`src/rtl/serial_word_tx_pkg.sv`:
```
// Shared constants for serial_word_tx: state encodings, data width and counter widths.
// The optional parity state is only reachable when SERIAL_WORD_TX_PARITY_EN is defined.
package serial_word_tx_pkg;

    localparam int DATA_W  = 4;
    localparam int IDX_W   = 2;
    localparam int CNT_W   = 8;
    localparam int STATE_W = 3;

    localparam logic [2:0] ST_IDLE   = 3'd0;
    localparam logic [2:0] ST_START  = 3'd1;
    localparam logic [2:0] ST_DATA   = 3'd2;
    localparam logic [2:0] ST_PARITY = 3'd3;
    localparam logic [2:0] ST_STOP   = 3'd4;

endpackage

```
`src/rtl/bit_period_counter.sv`:
```
// Bit-period counter for serial_word_tx: counts 0..CLKS_PER_BIT-1 and flags the last cycle.
// Wraps to 0 on its own tick, so every bit/state boundary restarts the period.
module bit_period_counter
    import serial_word_tx_pkg::*;
#(
    parameter int unsigned CLKS_PER_BIT = 4
) (
    input  logic clk,
    input  logic reset,
    input  logic clear,
    output logic tick
);

    logic [CNT_W-1:0] cnt;

    assign tick = (cnt == CNT_W'(CLKS_PER_BIT - 1));

    always_ff @(posedge clk) begin
        if (reset || clear) begin
            cnt <= '0;
        end else if (tick) begin
            cnt <= '0;
        end else begin
            cnt <= cnt + CNT_W'(1);
        end
    end

endmodule

```
`src/rtl/serial_word_tx.sv`:
```
// 4-bit serial frame transmitter: start bit, D[0]..D[3], optional even parity, stop bit.
// Define SERIAL_WORD_TX_PARITY_EN to insert the parity bit between data and stop.
module serial_word_tx
    import serial_word_tx_pkg::*;
#(
    parameter int unsigned CLKS_PER_BIT = 4
) (
    input  logic               clk,
    input  logic               reset,
    input  logic               load,
    input  logic [DATA_W-1:0]  D,
    output logic               ready,
    output logic               busy,
    output logic               tx,
    output logic               done,
    output logic [STATE_W-1:0] state_dbg
);

    logic [STATE_W-1:0] state;
    logic [DATA_W-1:0]  shreg;
    logic [IDX_W-1:0]   bit_idx;
    logic [IDX_W-1:0]   next_idx;
    logic               tick;

    assign next_idx  = bit_idx + IDX_W'(1);
    assign state_dbg = state;

    // Counter is held at zero while idle so START always gets a full period.
    bit_period_counter #(
        .CLKS_PER_BIT(CLKS_PER_BIT)
    ) u_bit_period_counter (
        .clk  (clk),
        .reset(reset),
        .clear(state == ST_IDLE),
        .tick (tick)
    );

    always_ff @(posedge clk) begin
        if (reset) begin
            state   <= ST_IDLE;
            shreg   <= '0;
            bit_idx <= '0;
            tx      <= 1'b1;
            ready   <= 1'b1;
            busy    <= 1'b0;
            done    <= 1'b0;
        end else begin
            done <= 1'b0;
            case (state)
                ST_IDLE: begin
                    if (load) begin
                        shreg   <= D;
                        bit_idx <= '0;
                        state   <= ST_START;
                        tx      <= 1'b0;
                        ready   <= 1'b0;
                        busy    <= 1'b1;
                    end
                end
                ST_START: begin
                    if (tick) begin
                        state <= ST_DATA;
                        tx    <= shreg[0];
                    end
                end
                ST_DATA: begin
                    if (tick) begin
                        if (bit_idx == IDX_W'(DATA_W - 1)) begin
`ifdef SERIAL_WORD_TX_PARITY_EN
                            state <= ST_PARITY;
                            tx    <= ^shreg;
`else
                            state <= ST_STOP;
                            tx    <= 1'b1;
`endif
                        end else begin
                            bit_idx <= next_idx;
                            tx      <= shreg[next_idx];
                        end
                    end
                end
`ifdef SERIAL_WORD_TX_PARITY_EN
                ST_PARITY: begin
                    if (tick) begin
                        state <= ST_STOP;
                        tx    <= 1'b1;
                    end
                end
`endif
                ST_STOP: begin
                    if (tick) begin
                        state   <= ST_IDLE;
                        bit_idx <= '0;
                        tx      <= 1'b1;
                        ready   <= 1'b1;
                        busy    <= 1'b0;
                        done    <= 1'b1;
                    end
                end
                default: begin
                    state   <= ST_IDLE;
                    bit_idx <= '0;
                    tx      <= 1'b1;
                    ready   <= 1'b1;
                    busy    <= 1'b0;
                end
            endcase
        end
    end

endmodule

```
`config.mk`:
```
export PLATFORM = sky130hd
export DESIGN_NAME = serial_word_tx
export DESIGN_NICKNAME = d
export VERILOG_FILES = /design/src/rtl/serial_word_tx_pkg.sv /design/src/rtl/bit_period_counter.sv /design/src/rtl/serial_word_tx.sv
export SDC_FILE = /design/constraint.sdc
export NUM_CORES = 1
export LEC_CHECK = 0
export CORE_ASPECT_RATIO = 1.2
export CORE_MARGIN = 2
export CORE_UTILIZATION = 56
export CTS_CLUSTER_SIZE = 25
export DETAILED_ROUTE_END_ITERATION = 8
export PLACE_DENSITY = 0.88
export SLEW_MARGIN = 10
export SYNTH_ARGS = -nofsm -noshare
export SYNTH_HDL_FRONTEND = slang
export SYNTH_SLANG_ARGS = --single-unit
```
`constraint.sdc`:
```
create_clock -name clk -period 3 [get_ports clk]
set_clock_uncertainty 0.15 [all_clocks]
set_input_delay 0.45 -clock clk [delete_from_list [all_inputs] [get_ports clk]]
set_output_delay 0.45 -clock clk [all_outputs]
set_load 0.02 [all_outputs]
```
==> results.py <==
metrics = {
    "timing": {
        "hold_ws_ns": 0.315,
        "relSlewSlack_pct": 51.0,
        "setup_tns_ns": 0,
        "finalSetupViolations": 0,
        "worst_pin_slew_ns": 0.730,
        "slew_violations": 0,
        "timing.final.hold_violations": 0,
        "rsz0062_at_grt": "no",
        "period_minus_slack_ns": 2.26,
        "worst_slack_ns": 0.735,
        "period_share_pct": 75.5,
        "fmax_mhz": 442,
    },
    "final_layout": {
        "layout.nets": 135,
        "fillers": 139,
        "antenna_cells": 0,
        "layout_commonest_cell": "dfxtp_1",
        "final_cell_mix": "dfxtp_1 (21), clkdlybuf4s50_1 (13), nand3_1 (11), nor2_1 (11), nand2_1 (9)",
        "drive_gt1_share_pct": 5.60,
        "synthToLayoutAreaGrowth_pct": 14.0,
    },
    "detailed_routing": {
        "via_per_inst": 6.13,
        "routed_wl_um": 1940,
        "dr.pass1.iters": 4,
        "vias": 876,
        "drc": 0,
        "drt_iter0_drc": 15,
        "ant_nets": 0,
        "drt-wirelength-per-cell_um": 13.5,
    },
    "run": {
        "cap_violations": 0,
    },
    "min_path": {
        "worstHoldPathType": "flip-flop to flip-flop",
        "holdPathStages": 2,
        "hp-start": "shreg[1]",
    },
    "logic_synthesis": {
        "synth_cell_types": 35,
        "syn_area_sq_um": 1020,
        "ys_ff_latch": 21,
        "synthCells": 115,
        "synth.avg_cell_area_sq_um": 8.85,
        "syn-num-nets": 124,
        "seq_area_frac_synth_pct": 41.3,
        "synth_edf_count": 0,
        "synthArstFlopShare_pct": 0,
        "yosysWarnings": 0,
        "synth_flop_cell": "dfxtp_1",
    },
    "setup_path": {
        "cp_top_family": "buffers and inverters",
        "crit_path_start_kind": "flip-flop",
        "worstPathRequired_ns": 2.40,
        "path_max_fanout": 19,
        "cp-startpoint": "state_dbg[0]",
        "path_depth": 1,
        "crit_path_cell_trace": "clkdlybuf4s50_1",
        "slowest_stage": "clkdlybuf4s50_1",
        "critPathKind": "flip-flop to primary output",
        "crit_arrival_ns": 1.66,
        "timing.rr.start": "bit_idx[0]",
        "worst_setup_path_end_kind": "primary output",
        "max_stage_delay_ns": 0.71,
        "rr_worst_depth": 5,
        "cp.buffers_inverters": 1,
    },
    "global_route": {
        "grt_antenna_before_repair": 0,
        "grt_max_degree": 20,
        "grt_overflow": 0,
        "grt_pass1_vias": 765,
        "track_usage_pct": 19.2,
        "grt_pass1_wl_um": 3270,
    },
    "clocking": {
        "post_cts_buffers": 0,
        "postCtsHoldBufs": 0,
        "htreeDepth": 1,
        "path_clk_slew_ns": 0.11,
        "cts_tree": "yes",
        "numCtsBuffers": 3,
        "root_buffer": "clkbuf_4",
        "cts_max_path_buffers": 2,
        "worstSkewPairLatency_ns": 0.28,
        "cts_resized": 0,
        "cts_num_sinks": 21,
    },
    "power_and_ir_drop": {
        "p_seq_share_pct": 61.2,
        "p_total_uw": 487,
        "ir_drop_v": 0.000261,
        "clkPwrFrac_pct": 26.2,
        "power_leakage_uw": 0.000412,
        "internal-power_uw": 371,
        "p_per_area_nw_per_um2": 420,
        "p_sw_share_pct": 24.0,
        "p_switching_uw": 117,
        "combPwrFrac_pct": 12.6,
    },
    "place": {
        "io_buffers": 13,
        "dp_slack_ns": 0.529,
        "dp_hpwl_um": 1480,
        "gp_congestion": 0.796,
    },
    "die": {
        "core_area_sq_um": 1660,
        "die_h_um": 50.7,
        "ios": 14,
        "initial_core_util_pct": 61.2,
        "fp-row-count": 16,
        "die-area_sq_um": 2170,
        "fp.dieW_um": 42.9,
    },
    "outcome": {
        "status": "complete, no violations",
    },
}
[stage by stage]
stage	std cells	utilization, %	instance area (sq um)
after detailed placement	139	68.2	1130
after floorplan	115	-	1020
after global routing	143	69.8	1160
after CTS	143	69.8	1160
final	143	69.8	1160
after global placement	139	68.2	1130
[worst paths after layout]
kind	to	slack (ns)
min reg2reg	shreg[1]	0.32
min	shreg[1]	0.32
max	state_dbg[0]	0.74
max reg2reg	tx	0.90
[power groups by stage]
stage	sequential [uW]	clock (uW)	combinational, uW
3_3_place_gp	304	0	60.4
4_1_cts	298	133	61.6
5_1_grt	300	145	67.3
3_5_place_dp	305	0	61.4
2_1_floorplan	306	0	36.4
6_report	298	128	61.4
[final cells by class]
class                      instances  area (sq um)  area share [%]
clock buffer                       4          26.3            2.27
inverter                           3          11.3           0.971
multi-input combinational         84           549            47.4
sequential                        21           420            36.2
tap                               18          22.5            1.94
timing repair buffer              13           130            11.2
[routing by layer]
metal | wire length [um] | track usage, %
met1 | 831 | 22.4
met2 | 1010 | 34.6
met3 | 61 | 2.88
met4 | 36 | 6.77
met5 | 0 | 0
[Yosys cell counts (all sizes together) (2+ instances only)]
cell type | count | area [sq um]
a211oi | 3 | 22.5
a21oi | 8 | 43.8
a31oi | 2 | 12.5
and3 | 3 | 23.8
buf | 3 | 21.3
clkbuf | 4 | 15.0
dfxtp | 21 | 420
ha | 2 | 25.0
inv | 3 | 11.3
mux2i | 2 | 20.0
nand2 | 9 | 33.8
nand2b | 3 | 18.8
nand3 | 11 | 55.1
nand3b | 2 | 15.0
nor2 | 11 | 41.3
nor3 | 5 | 25.0
nor3b | 2 | 15.0
nor4 | 2 | 12.5
o21ai | 2 | 10.0
xor2 | 5 | 43.8
[registers in the layout, indices dropped and copies added, names as in the netlist]
| name | count |
|---|---|
| bit_idx | 2 |
| busy | 1 |
| shreg | 4 |
| tx | 1 |
| u_bit_period_counter.cnt | 8 |
| ready | 1 |
| done | 1 |
| state_dbg | 3 |
[cells by family (layout without fill, tap and decap cells)]
kind of cell	after synthesis	in the layout	synth area share, %
AND/OR/NAND/NOR	52	52	26.7
AO/OA/AOI/OAI	21	21	15.5
flip-flops	21	21	41.3
buffers and inverters	10	20	4.67
XOR/XNOR	6	6	5.17
multiplexers	3	3	4.18
adder cells (fa/ha/maj)	2	2	2.46
(Power assumes the default switching activity.)
==> edit 1 (same settings) <==
Put one more register stage on the output `state_dbg`, cleared by the reset. The value now appears one clock later. The other outputs are not delayed to match.
--- a/src/rtl/serial_word_tx.sv
+++ b/src/rtl/serial_word_tx.sv
@@ -23,7 +23,13 @@
     logic               tick;
 
     assign next_idx  = bit_idx + IDX_W'(1);
-    assign state_dbg = state;
+    always_ff @(posedge clk) begin
+        if (reset) begin
+            state_dbg <= '0;
+        end else begin
+            state_dbg <= state;
+        end
+    end
 
     // Counter is held at zero while idle so START always gets a full period.
     bit_period_counter #(
Check against the original RTL: not equivalent (a bounded check fails within 4 cycles, from zero or initial values and one cycle with reset high).
==> edit 1 against the original RTL <==
- synthesized area grew 9.1%
- combinational power grew 4.4%
- clock power grew 30%
- sequential share of layout area grew 1.7 points
- power grew 17%
- setup slack gained 0.38 ns
- final area grew 9.3%
- sequential cell count grew 3
- die area grew 8.3%
- routed wire length grew 4.1%
- critical path type unchanged
- largest cell class unchanged
==> edit 1: results <==
export IMPL_cp_arrival_ns=1.28
export IMPL_antenna_cells=0
export IMPL_drtIter0Drc=20
export IMPL_gp_congestion=0.856
export IMPL_path_clk_slew_ns=0.13
export IMPL_cts_root_buf="clkbuf_4"
export IMPL_worst_pin_slew_ns=0.648
export IMPL_critPathMaxStageDelay_ns=0.61
export IMPL_synth_area_leaders="dfxtp_1 43%, nor2_1 5.4%, nand3_1 5.0%, xor2_1 3.9%, a21oi_1 3.6%"
export IMPL_dpl_hpwl_um=1520
export IMPL_track_usage=0.209
export IMPL_hold_path_class="reg2reg"
export IMPL_routed_wl_um=2020
export IMPL_grt_pass1_wl_um=3550
export IMPL_yosysUniqueCellTypes=42
export IMPL_cp_top_family="buffers and inverters"
export IMPL_grt_max_degree=18
export IMPL_dp_slack_ns=0.920
export IMPL_ys_top_cells_by_count="24 x dfxtp_1, 16 x nor2_1, 11 x nand3_1"
export IMPL_synth_edff_count=0
export IMPL_crit_fanout=2
export IMPL_vias_per_cell=5.93
export IMPL_cts_setup_buffers=0
export IMPL_yosysWarningCount=0
export IMPL_cts_buffers_inserted=3
export IMPL_synth_compound_area_frac=0.133
export IMPL_peakVddDrop_uv=313
export IMPL_fillers=151
export IMPL_synthXorXnorAreaFrac=0.0552
export IMPL_layout_drive_gt1_share=0.0977
export IMPL_synth_mux_area_frac=0.0372
export IMPL_syn_num_nets=130
export IMPL_synthAdderAreaFrac=0.0225
export IMPL_p_leak_nw=0.472
export IMPL_postPlaceCellArea_mm2=0.00123
export IMPL_clk_latency_ns=0.32
export IMPL_cts_resized=0
export IMPL_nets=143
export IMPL_first_global_vias=886
export IMPL_outcome="finished, final reports clean"
export IMPL_antenna_found_initial=0
export IMPL_io_buffer_count=13
export IMPL_yosysSeqAreaShare=0.433
## edit 1: metal layers
layer	part of all wire	global-route usage
met5	0	0
met4	0.025	0.121
met3	0.036	0.0414
met2	0.55	0.396
met1	0.39	0.199
## edit 1: kinds of logic after synthesis
kind of cell	after synthesis
AND/OR/NAND/NOR	55
flip-flops	24
AO/OA/AOI/OAI	21
buffers and inverters	8
XOR/XNOR	7
multiplexers	4
adder cells (fa/ha/maj)	2
## edit 1: final timing paths
| path | from | end | slack [ns] | cells past startpoint |
|---|---|---|---|---|
| worst max-delay path | tx$_SDFFE_PP1P_ | tx | 1.12 | 1 |
| worst min register to register | ready$_SDFFE_PP1P_ | ready$_SDFFE_PP1P_ | 0.31 | 1 |
| worst min-delay path | ready$_SDFFE_PP1P_ | ready$_SDFFE_PP1P_ | 0.31 | 1 |
| worst max register to register | state[2]$_SDFFE_PP0P_ | ready$_SDFFE_PP1P_ | 1.15 | 3 |
## edit 1: cell type report
class                      count  area (um^2)  share of cell area
sequential                    24          480               0.379
timing repair buffer          14          138               0.109
inverter                       2         7.51             0.00592
tap                           19         23.8              0.0188
clock buffer                   4         36.3              0.0286
multi-input combinational     89          582               0.459
## edit 1: metrics by stage
stage,util,instances
6_report,0.685,152
4_1_cts,0.685,152
3_5_place_dp,0.665,148
3_3_place_gp,0.665,148
5_1_grt,0.685,152
2_1_floorplan,-,121
## edit 1: power breakdown
part           switching [W]  total (W)  internal, W
Clock              0.0000929   0.000167    0.0000743
Sequential        0.00000984   0.000339     0.000329
Combinational      0.0000320  0.0000641    0.0000321
Total               0.000135   0.000570     0.000436
==> edit 2 (same flow settings) <==
Made on the original files. The package constant `DATA_W` goes from 4 to 6.
--- a/src/rtl/serial_word_tx_pkg.sv
+++ b/src/rtl/serial_word_tx_pkg.sv
@@ -2,7 +2,7 @@
 // The optional parity state is only reachable when SERIAL_WORD_TX_PARITY_EN is defined.
 package serial_word_tx_pkg;
 
-    localparam int DATA_W  = 4;
+    localparam int DATA_W  = 6;
     localparam int IDX_W   = 2;
     localparam int CNT_W   = 8;
     localparam int STATE_W = 3;
Interface: changed (resized D); port bits go from 14 to 16. The function was not compared with the original's and may differ.
==> edit 2 against the original RTL <==
- setup slack better by 0.051 ns
- synthesized area is 0.86% higher
- via count is 1.3% lower
- fmax grew 2.3%
- routed wire length up 4.6%
- hold slack got worse by 0.00069 ns
- sequential cell count unchanged
- critical path depth unchanged
- clock power grew 12%
- final area is 0.11% lower
- combinational power decreased by 7.2%
- power up 1.8%
- utilization fell by 0.91 points
- critical path type unchanged
==> edit 2: results <==
export IMPL_vias=865
export IMPL_critPathMaxStageDelay_ns=0.69
export IMPL_nMultiInputCombCells=85
export IMPL_holdWs_ns=0.314
export IMPL_crit_fanout=14
export IMPL_first_global_vias=821
export IMPL_yosysUniqueCellTypes=34
export IMPL_outcome="finished, final reports clean"
export IMPL_multi_input_area_um2=548
export IMPL_layout_drive_gt1_share=0.0794
export IMPL_clk_latency_ns=0.32
export IMPL_worst_pin_slew_ns=0.686
export IMPL_synthXorXnorAreaFrac=0.0598
export IMPL_gp_congestion=0.798
export IMPL_grt_pass1_wl_um=3570
export IMPL_synthAdderAreaFrac=0.0244
export IMPL_synth_area_leaders="dfxtp_1 41%, nor2_1 5.5%, a21oi_1 4.9%, nand3_1 4.4%, xor2_1 3.4%"
export IMPL_hp_start="u_bit_period_counter.cnt[0]$_SDFF_PP0_"
export IMPL_synth_area_per_cell_um2=8.92
export IMPL_postPlaceCellArea_mm2=0.00113
export IMPL_rrSetupSlack_ns=1.06
export IMPL_dpl_hpwl_um=1510
export IMPL_synth_mux_area_frac=0.0415
export IMPL_p_sw_w=0.000129
export IMPL_nets=138
export IMPL_ys_top_cells_by_count="21 x dfxtp_1, 15 x nor2_1, 10 x a21oi_1"
export IMPL_track_usage=0.216
export IMPL_synth_compound_area_frac=0.123
export IMPL_grt_max_degree=15
export IMPL_pwr_share_comb=0.115
export IMPL_area_delta_synth_final_pct=12.9
export IMPL_pwr_share_seq=0.597
[edit 2: worst min-delay path by stage]
stage and endpoint:
2_1_floorplan u_bit_period_counter.cnt[0]$_SDFF_PP0_, 4_1_cts u_bit_period_counter.cnt[0]$_SDFF_PP0_, 3_5_place_dp u_bit_period_counter.cnt[0]$_SDFF_PP0_, 3_3_place_gp u_bit_period_counter.cnt[0]$_SDFF_PP0_, 5_1_grt u_bit_period_counter.cnt[0]$_SDFF_PP0_, 6_report u_bit_period_counter.cnt[0]$_SDFF_PP0_
[edit 2: metal layers]
layer | vias to the layer above | part of all wire | GRT usage | wire length, um
met5 | - | 0 | 0 | 0
met4 | 0 | 0.034 | 0.0909 | 69
met3 | 9 | 0.050 | 0.0212 | 102
met2 | 39 | 0.49 | 0.374 | 991
met1 | 388 | 0.43 | 0.273 | 862
li1 | 429 | - | - | -
